===== config.mk =====
export PLATFORM = sky130hd
export DESIGN_NAME = hover_controller
export DESIGN_NICKNAME = d
export VERILOG_FILES = /design/src/rtl/hover_controller.sv
export SDC_FILE = /design/constraint.sdc
export NUM_CORES = 1
export LEC_CHECK = 0
export ABC_AREA = 1
export CAP_MARGIN = 20
export CORE_MARGIN = 4
export CORE_UTILIZATION = 30
export CTS_CLUSTER_SIZE = 10
export DETAILED_ROUTE_END_ITERATION = 16
export PLACE_DENSITY_LB_ADDON = 0.12
export SYNTH_ARGS = -nofsm -noshare
export SYNTH_HDL_FRONTEND = slang
export SYNTH_SLANG_ARGS = --single-unit

===== constraint.sdc =====
create_clock -name CLK -period 13.3 [get_ports CLK]
set_clock_uncertainty 0.1 [all_clocks]
set_input_delay 2.66 -clock CLK [delete_from_list [all_inputs] [get_ports CLK]]
set_output_delay 2.66 -clock CLK [all_outputs]
set_load 0.01 [all_outputs]

===== src/rtl/hover_controller.sv =====
// Debounced 4x3 grid cursor; moves commit on FrameStart, select emits a pulse with the hovered index.
// Optional macro HOVER_WRAP_EN: edges wrap instead of saturating.
module hover_controller #(
  parameter int DEBOUNCE_CYCLES = 500000,
  parameter int DBC_WIDTH       = 19
) (
  input  logic        CLK,
  input  logic        RST,
  input  logic        KEY_UP,
  input  logic        KEY_DOWN,
  input  logic        KEY_LEFT,
  input  logic        KEY_RIGHT,
  input  logic        KEY_SEL,
  input  logic        FrameStart,
  output logic [11:0] HighlightedProductList,
  output logic [3:0]  HoverIndex,
  output logic        SelectPulse,
  output logic [3:0]  SelectIndex
);

  localparam int                   NKEYS = 5;
  localparam logic [DBC_WIDTH-1:0] LP_TC = DBC_WIDTH'(DEBOUNCE_CYCLES - 1);

  // key order: 0 up, 1 down, 2 left, 3 right, 4 select
  logic [NKEYS-1:0]                w_keys;
  logic [NKEYS-1:0]                r_sync1, r_sync2, r_stable, r_stable_d, r_evt;
  logic [NKEYS-1:0][DBC_WIDTH-1:0] r_cnt;
  logic [3:0]                      r_pend;
  logic [1:0]                      r_row, r_col;
  logic [3:0]                      r_hover_idx;
  logic [11:0]                     r_hover_list;
  logic                            r_sel_pulse;
  logic [3:0]                      r_sel_idx;

  logic [3:0]  w_req;
  logic [1:0]  w_row_nxt, w_col_nxt;
  logic [3:0]  w_idx_nxt;

  assign w_keys = {KEY_SEL, KEY_RIGHT, KEY_LEFT, KEY_DOWN, KEY_UP};

  always_ff @(posedge CLK or posedge RST) begin
    if (RST) begin
      r_sync1    <= '1;
      r_sync2    <= '1;
      r_stable   <= '1;
      r_stable_d <= '1;
      r_evt      <= '0;
      r_cnt      <= '0;
    end else begin
      r_sync1    <= w_keys;
      r_sync2    <= r_sync1;
      r_stable_d <= r_stable;
      r_evt      <= r_stable_d & ~r_stable;
      for (int k = 0; k < NKEYS; k++) begin
        if (r_sync2[k] == r_stable[k]) begin
          r_cnt[k] <= '0;
        end else if (r_cnt[k] == LP_TC) begin
          r_stable[k] <= r_sync2[k];
          r_cnt[k]    <= '0;
        end else begin
          r_cnt[k] <= r_cnt[k] + 1'b1;
        end
      end
    end
  end

  // a press landing on the strobe cycle is folded into this frame's move
  assign w_req = r_pend | r_evt[3:0];

  always_comb begin
    w_row_nxt = r_row;
    w_col_nxt = r_col;
    if (w_req[0] && !w_req[1]) begin
`ifdef HOVER_WRAP_EN
      w_row_nxt = (r_row == 2'd0) ? 2'd2 : r_row - 2'd1;
`else
      w_row_nxt = (r_row == 2'd0) ? 2'd0 : r_row - 2'd1;
`endif
    end else if (w_req[1] && !w_req[0]) begin
`ifdef HOVER_WRAP_EN
      w_row_nxt = (r_row == 2'd2) ? 2'd0 : r_row + 2'd1;
`else
      w_row_nxt = (r_row == 2'd2) ? 2'd2 : r_row + 2'd1;
`endif
    end
    if (w_req[2] && !w_req[3]) begin
`ifdef HOVER_WRAP_EN
      w_col_nxt = r_col - 2'd1;
`else
      w_col_nxt = (r_col == 2'd0) ? 2'd0 : r_col - 2'd1;
`endif
    end else if (w_req[3] && !w_req[2]) begin
`ifdef HOVER_WRAP_EN
      w_col_nxt = r_col + 2'd1;
`else
      w_col_nxt = (r_col == 2'd3) ? 2'd3 : r_col + 2'd1;
`endif
    end
  end

  // row*4 + col is just the concatenation
  assign w_idx_nxt = {w_row_nxt, w_col_nxt};

  always_ff @(posedge CLK or posedge RST) begin
    if (RST) begin
      r_pend       <= '0;
      r_row        <= '0;
      r_col        <= '0;
      r_hover_idx  <= '0;
      r_hover_list <= 12'h001;
      r_sel_pulse  <= 1'b0;
      r_sel_idx    <= '0;
    end else begin
      if (FrameStart) begin
        r_pend       <= '0;
        r_row        <= w_row_nxt;
        r_col        <= w_col_nxt;
        r_hover_idx  <= w_idx_nxt;
        r_hover_list <= 12'b1 << w_idx_nxt;
      end else begin
        r_pend <= r_pend | r_evt[3:0];
      end
      r_sel_pulse <= r_evt[4];
      if (r_evt[4]) r_sel_idx <= r_hover_idx;
    end
  end

  assign HighlightedProductList = r_hover_list;
  assign HoverIndex             = r_hover_idx;
  assign SelectPulse            = r_sel_pulse;
  assign SelectIndex            = r_sel_idx;

endmodule


==> results of run 1 <==
## cell usage after synthesis, types with 5 or more instances
cell / n / area, µm²
dfrtp_1: 124 / 3100
o21ai_0: 12 / 60.1
nor3_2: 15 / 150
nand2_2: 14 / 87.6
a21oi_1: 25 / 125
nor3_1: 25 / 125
nand3_2: 8 / 80.1
nor3b_1: 5 / 37.5
ha_1: 8 / 100
inv_2: 6 / 22.5
dfstp_2: 21 / 552
xor2_1: 33 / 289
nand3_1: 54 / 270
nand2_1: 204 / 766
inv_1: 114 / 428
nor2_1: 170 / 638
nand4_1: 16 / 100
nor2_4: 12 / 135
nor2_2: 17 / 106
## layer usage
| metal | global-route usage (%) | up-vias | routed length (µm) |
|---|---|---|---|
| met5 | 0 | - | 0 |
| met4 | 3.86 | 0 | 193 |
| met3 | 2.60 | 13 | 409 |
| met2 | 18.7 | 50 | 6880 |
| met1 | 18.3 | 2578 | 8280 |
| li1 | - | 2967 | - |
## area by class of cell
type                       count  area, µm²
clock buffer                  24        482
clock inverter                 8        129
fill                        2501      15600
inverter                     120        455
multi-input combinational    645       3270
sequential                   145       3650
tap                          324        405
timing repair buffer          29        288
## state kept, by name, indices dropped and copies added (netlist names)
name,cells
r_evt,5
r_cnt,95
SelectPulse,1
SelectIndex,4
r_pend,4
r_sync2,5
r_stable,5
r_stable_d,5
HoverIndex,1
r_row,2
r_sync1,5
r_col,1
HighlightedProductList,12
## power by group
group / total [mW] / internal [mW] / leakage [nW] / switching (mW)
Combinational: 0.0552 / 0.0194 / 1.44 / 0.0357
Sequential: 0.461 / 0.453 / 1.93 / 0.00834
Clock: 0.497 / 0.312 / 0.295 / 0.185
Total: 1.01 / 0.784 / 3.67 / 0.229
## final timing paths
path / from / end / slack (ps)
worst min-delay path: r_sync1[2]$_DFF_PP1_ / r_sync2[2]$_DFF_PP1_ / 250
max in group asynchronous: RST / r_cnt[64]$_DFF_PP0_ / 9210
worst max-delay path: HighlightedProductList[0]$_DFFE_PP1P_ / HighlightedProductList[0] / 9070
min in group asynchronous: RST / SelectPulse$_DFF_PP0_ / 2720
worst max register to register: r_cnt[38]$_DFF_PP0_ / r_cnt[46]$_DFF_PP0_ / 11520
worst min register to register: r_sync1[2]$_DFF_PP1_ / r_sync2[2]$_DFF_PP1_ / 250
## kinds of logic after synthesis
group | count (synthesis) | synth area share [%]
simple gates | 544 | 34.2
flops | 145 | 49.4
xor+xnor | 37 | 4.38
buf+inv | 124 | 6.31
fa+ha+maj | 8 | 1.35
compound gates | 56 | 4.33
## per-stage QoR
stage                     hold WS [ps]  worst slack (ps)
final                              255              9070
after global routing               259              8910
after floorplan                    245              6680
after global placement             246              8630
after CTS                          254              9030
after detailed placement           247              8630
==> summary.md, run 1 <==
| Metric | Value |
|---|---|
| Status | finished clean |
| Post-DR wirelength/cell | about 12 µm |
| Worst Reg-to-Reg Cells | 6 |
| Die width | ~170 µm |
| Most frequent cells in the layout | nand2_1, nor2_1, dfrtp_1 |
| Family with the most delay on the worst path | flip-flops |
| Synthesized flop and latch total | between 100 and 150 |
| Share of cells above drive strength 1 | 13.2% |
| Mapped cell area | about 7400 µm² |
| Area grow syn2layout | 17.5% |
| Worst path bufs/invs | 1 |
| CP Launch Type | register |
| Placed instance count | ~1300 |
| Min-delay worst type | register to register |
| Worst-path fanout max | 2 |
| DP Wirelength | approximately 11000 µm |
| Synth warn | 0 |
| Full die area | between 20000 and 30000 µm² |
| Post-synth EDFFs | 0 |
| Fin. Hold Viols | 0 |
| DP Area | between 8000 and 9000 µm² |
| Dominant synthesized flop cell | dfrtp_1 |
| Die H | around 170 µm |
| Initial Util | around 30% |
| Worst-skew pair later-pin latency | around 420 ps |
| Slowest-stage cell, CP | dfstp_2 |
| Fin crit period | between 4000 and 5000 ps |
| Headroom to the max-slew limit | between 40% and 50% |
| # setup viols final | 0 |
| CTS buffer count | 17 |
| First DRT Iteration DRCs | 280 |
| Max_cap viols | 0 |
| Crit. path cell count | 1 |
| Crit-path max cell delay | 530 ps |
| Post-CTS Setup Repair Bufs | 0 |
| IO Pins | 29 |
| Crit path arrival time | 1470 ps |
| NumNets Final | a little under 1000 |
| GRT Overall Usage | 12.6% |
| Hold path depth | 0 |
| Clk root buf | clkbuf_16 |
| # diodes | 0 |
| Max-slew violations | 0 |
| H-Tree Depth | 4 |
| Leakage | around 3.7 nW |
| Clock-pin slew on the worst setup and hold paths | 60 ps |
| Fin util | a little over a third |
| Total power draw | ~1.0 mW |
| Cell Chain, Critical Path | clkdlybuf4s50_1 |
| Detailed Routing Iterations Pass 1 | 4 |
| Finished Cell Area | between 8000 and 9000 µm² |
| Post-route setup TNS | 0 ps |
| Cts repair resizes | 0 |
| Mapped Cells | ~910 |
| Library cells used by synthesis | 31 |
| Maximum clock path buffer count | 2 |
| Pwr dens | 117 nW/µm² |
| First-pass GRT wire length | between 20000 and 30000 µm |
| Number of hold buffers added after cts | 0 |
| Largest net degree at the start of global routing | just under 100 |
| Final GP Congestion | slightly below 0.8 |
| DRC | 0 |
| Rows | 57 |
| Grt total ovfl | 0 |
| Sequential area share after synthesis | 49.4% |
| RSZ-0062 raised after global routing | no |
| Fin cells | about 1300 |
| CP endpoint kind | primary output |
| CTS tree | done |
| Via/cell ratio | between 4 and 5 |
| Initial antenna violation count | 0 |
| Final Cycle Share | 31.8% |
| Detailed Route WL | 15800 µm |
| Post-synth ARST share | between 90% and 100% |
| IO buf count | 28 |
| CP Data Required Time | between 10000 and 15000 ps |
| Vias in the first global route | approximately 5500 |
| Mean Syn Cell Area | ~8.1 µm² |
| VDD IR max | about 0.062 mV |
| Syn nets | between 900 and 1000 |
| Vias | between 5000 and 6000 |
| Core Area | 24300 µm² |
| Worst setup path class | register to primary output |
| Routed Antenna Nets | 0 |
| Worst-Margin Slew | 887 ps |
| FMAX | around 0.24 GHz |
| Most common cell after layout, fill and taps aside | nand2_1 |
| Clock tree sinks | about 150 |
No activity file was read; power rests on OpenSTA's default activity.
==> inputs of run 2 (changes only) <==
Clock period 13.3 ns to 3.8 ns, I/O delays scaled along.
==> summary.md, run 2 (synthesized netlist as in run 1, its figures left out) <==
| Metric | Value |
|---|---|
| Detailed Routing Iterations Pass 1 | 4 |
| Clock tree sinks | about 150 |
| Total power draw | approximately 3.6 mW |
| Share of cells above drive strength 1 | around 14% |
| Initial Util | 30.4% |
| Headroom to the max-slew limit | around 60% |
| Worst path bufs/invs | 1 |
| Leakage | 3.68 nW |
| Sequential Area | around 3700 µm² |
| Most frequent cells in the layout | nand2_1, nor2_1, dfrtp_1 |
| Post-CTS Setup Repair Bufs | 0 |
| Die width | between 150 and 200 µm |
| Family with the most delay on the worst path | flip-flops |
| Pwr dens | slightly above 400 nW/µm² |
| Post-DR wirelength/cell | between 10 and 15 µm |
| # diodes | 0 |
| DRC | 0 |
| Crit-path max cell delay | ~530 ps |
| IO Pins | 29 |
| Initial antenna violation count | 0 |
| Fin. Hold Viols | 0 |
| Grt total ovfl | 0 |
| VDD IR max | a little over 0.2 mV |
| Status | finished clean |
| Cts repair resizes | 0 |
| Most common cell after layout, fill and taps aside | nand2_1 |
| NumNets Final | between 900 and 1000 |
| Worst-Margin Slew | between 500 and 600 ps |
| Final GP Congestion | around 0.81 |
| RSZ-0062 raised after global routing | no |
| Max FFs per register | 95 |
| Rows | between 50 and 60 |
| Area taken by multi-input logic gates | 3270 µm² |
| Crit path arrival time | between 1000 and 1500 ps |
| First-pass GRT wire length | 27400 µm |
| GRT Overall Usage | between 10% and 20% |
| Max-slew violations | 0 |
| Core Area | ~24000 µm² |
| CTS tree | done |
| First DRT Iteration DRCs | around 300 |
| Post-route setup TNS | 0 ps |
| Fin crit period | 2340 ps |
| Area grow syn2layout | 18.0% |
| Worst-path fanout max | 2 |
| # setup viols final | 0 |
| Largest net degree at the start of global routing | 108 |
| CP Launch Type | register |
| Reg2reg setup slack | a little over 2000 ps |
| Detailed Route WL | 15900 µm |
| Number of hold buffers added after cts | 0 |
| Routed Antenna Nets | 0 |
| Vias in the first global route | approximately 5500 |
| Die H | around 170 µm |
| Min-delay worst type | register to register |
| Reg with most FFs | r_cnt |
| Final Cycle Share | around three fifths |
| Clock-pin slew on the worst setup and hold paths | ~70 ps |
| Worst setup path class | register to primary output |
| Slowest-stage cell, CP | dfstp_2 |
| CP endpoint kind | primary output |
| Full die area | between 20000 and 30000 µm² |
| Max_cap viols | 0 |
| DP Wirelength | between 10000 and 15000 µm |
| Maximum clock path buffer count | 2 |
| FMAX | between 0.4 and 0.5 GHz |
| Filler Cell Count | approximately 2500 |
| CP Data Required Time | around 2900 ps |
| Worst-skew pair later-pin latency | ~420 ps |
| H-Tree Depth | 4 |
| Via/cell ratio | roughly 4.4 |
| CTS buffer count | 17 |
| Clk root buf | clkbuf_16 |
| IO buf count | 28 |
| Cell Chain, Critical Path | clkdlybuf4s50_1 |
| Vias | roughly 5600 |
-- run 2: layer usage --
layer / GRT usage [%] / wire length, µm / vias to the layer above
met3: 2.65 / 408 / 8
met4: 3.74 / 152 / 0
met2: 19.1 / 6960 / 66
met1: 17.9 / 8360 / 2594
met5: 0 / 0 / -
li1: - / - / 2971
-- run 2: final cells by class --
cell class / instances / share of cell area [%]
sequential: 145 / 41.9
clock buffer: 18 / 4.92
timing repair buffer: 30 / 3.53
inverter: 120 / 5.20
clock inverter: 14 / 2.32
multi-input combinational: 645 / 37.5
tap: 324 / 4.65
-- run 2: final timing paths --
kind | to | from | depth (start not counted)
worst max-delay path | HighlightedProductList[0] | HighlightedProductList[0]$_DFFE_PP1P_ | 1
worst min-delay path | r_sync2[2]$_DFF_PP1_ | r_sync1[2]$_DFF_PP1_ | 0
worst max register to register | r_cnt[36]$_DFF_PP0_ | r_cnt[19]$_DFF_PP0_ | 6
worst min register to register | r_sync2[2]$_DFF_PP1_ | r_sync1[2]$_DFF_PP1_ | 0
max in group asynchronous | r_cnt[90]$_DFF_PP0_ | RST | 3
min in group asynchronous | r_cnt[7]$_DFF_PP0_ | RST | 3
-- run 2: where the power goes --
| part | internal (mW) | leakage [nW] | switching [mW] |
|---|---|---|---|
| Clock | 1.11 | 0.306 | 0.701 |
| Sequential | 1.58 | 1.93 | 0.0280 |
| Combinational | 0.0700 | 1.44 | 0.126 |
-- run 2: per-stage QoR --
| step | std cells | setup slack [ps] | area, µm² | util [%] | hold WS, ps |
|---|---|---|---|---|---|
| after floorplan | 914 | 1140 | 7400 | - | 245 |
| after global placement | 1264 | 1380 | 8100 | 33.3 | 246 |
| after detailed placement | 1264 | 1390 | 8100 | 33.3 | 248 |
| after CTS | 1296 | 1410 | 8730 | 35.9 | 257 |
| after global routing | 1296 | 1380 | 8730 | 35.9 | 257 |
| final | 1296 | 1460 | 8730 | 35.9 | 255 |
==> inputs of run 3 (changes only) <==
Clock period 3.8 ns to 2.3 ns, I/O delays scaled along.
==> summary.md, run 3 (synthesized netlist as in run 1, its figures left out) <==
| Metric | Value |
|---|---|
| GRT Overall Usage | roughly an eighth |
| Max-slew violations | 0 |
| IO buf count | 28 |
| Headroom to the max-slew limit | ~66% |
| VDD IR max | 0.457 mV |
| Clock tree sinks | around 150 |
| CTS tree | done |
| Vias | 5627 |
| Post-CTS Setup Repair Bufs | 0 |
| Min-delay worst type | register to register |
| Pwr dens | 687 nW/µm² |
| Crit-path max cell delay | ~620 ps |
| # diodes | 0 |
| Post-route setup TNS | 0 ps |
| IO Pins | 29 |
| Status | finished clean |
| Worst-path fanout max | 5 |
| Max_cap viols | 0 |
| Reg with most FFs | r_cnt |
| NumNets Final | 978 |
| Max FFs per register | 95 |
| CP endpoint kind | primary output |
| RSZ-0062 raised after global routing | no |
| Initial antenna violation count | 0 |
| Clock-pin slew on the worst setup and hold paths | about 60 ps |
| FMAX | approximately 0.5 GHz |
| Share of cells above drive strength 1 | 13.7% |
| Cell Chain, Critical Path | clkdlybuf4s50_1 |
| Worst setup path class | register to primary output |
| Number of hold buffers added after cts | 0 |
| Worst-Margin Slew | roughly 500 ps |
| First-pass GRT wire length | ~28000 µm |
| Worst-skew pair later-pin latency | ~420 ps |
| Initial Util | between 30% and 40% |
| Worst path bufs/invs | 1 |
| First DRT Iteration DRCs | 347 |
| Vias in the first global route | about 5700 |
| Post-DR wirelength/cell | approximately 12 µm |
| Full die area | ~27000 µm² |
| Fin crit period | approximately 2000 ps |
| Largest net degree at the start of global routing | 96 |
| DP Wirelength | between 10000 and 15000 µm |
| Final Cycle Share | 88.8% |
| CP Launch Type | register |
| Routed Antenna Nets | 0 |
| Die H | roughly 170 µm |
| # setup viols final | 0 |
| Leakage | 3.71 nW |
| CP Data Required Time | 1740 ps |
| Core Area | around 24000 µm² |
| Grt total ovfl | 0 |
| Most common cell after layout, fill and taps aside | nand2_1 |
| Fin. Hold Viols | 0 |
| Filler Cell Count | 2486 |
| Detailed Routing Iterations Pass 1 | 5 |
| Via/cell ratio | approximately 4.3 |
| Detailed Route WL | around 16000 µm |
| Area grow syn2layout | 18.5% |
| Rows | 57 |
| Most frequent cells in the layout | nand2_1, nor2_1, dfrtp_1 |
| Die width | between 150 and 200 µm |
| Slowest-stage cell, CP | clkdlybuf4s50_1 |
| Crit path arrival time | between 1000 and 1500 ps |
| Cts repair resizes | 0 |
| CTS buffer count | 17 |
| Final GP Congestion | just over 0.8 |
| Maximum clock path buffer count | 2 |
| Fin util | about 36% |
| Clk root buf | clkbuf_16 |
| DRC | 0 |
| H-Tree Depth | 4 |
| Family with the most delay on the worst path | buffers and inverters |
-- run 3: final timing paths --
| path | start | end | slack (ps) | depth (start not counted) |
|---|---|---|---|---|
| min | r_sync1[1]$_DFF_PP1_ | r_sync2[1]$_DFF_PP1_ | 250 | 0 |
| max reg2reg | r_cnt[57]$_DFF_PP0_ | r_cnt[70]$_DFF_PP0_ | 590 | 10 |
| max | r_row[1]$_DFFE_PP0P_ | HoverIndex[3] | 260 | 1 |
| min reg2reg | r_sync1[1]$_DFF_PP1_ | r_sync2[1]$_DFF_PP1_ | 250 | 0 |
| max in group asynchronous | RST | r_stable_d[2]$_DFF_PP1_ | 1210 | 3 |
| min in group asynchronous | RST | r_cnt[12]$_DFF_PP0_ | 380 | 3 |
-- run 3: per-layer routing --
layer	track usage [%]	up-vias	part of all wire, %
met4	3.33	0	0.77
met5	0	-	0
li1	-	2973	-
met3	3.02	8	2.7
met1	17.9	2584	53
met2	19.1	62	44
-- run 3: through the flow --
| step | instances | power (mW) | hold slack, ps | cell area [µm²] | setup WS (ps) |
|---|---|---|---|---|---|
| after floorplan | 914 | 2.90 | 245 | 7400 | -61.9 |
| after global placement | 1267 | 3.05 | 246 | 8120 | 438 |
| after detailed placement | 1267 | 3.05 | 247 | 8120 | 369 |
| after CTS | 1299 | 6.13 | 256 | 8760 | 204 |
| after global routing | 1299 | 6.31 | 261 | 8760 | 174 |
| final | 1299 | 6.02 | 255 | 8760 | 258 |
-- run 3: layout make-up --
class	count	area, µm²	share of cell area [%]
Inverter	120	454	5.18
Sequential cell	145	3650	41.7
Multi-Input combinational cell	645	3270	37.4
Clock inverter	11	184	2.10
Tap cell	324	405	4.63
Timing Repair Buffer	33	330	3.77
Clock buffer	21	460	5.25
-- run 3: power breakdown --
group	total, mW	internal [mW]	switching, mW
Combinational	0.324	0.119	0.205
Clock	3.03	1.98	1.05
Sequential	2.67	2.62	0.0474
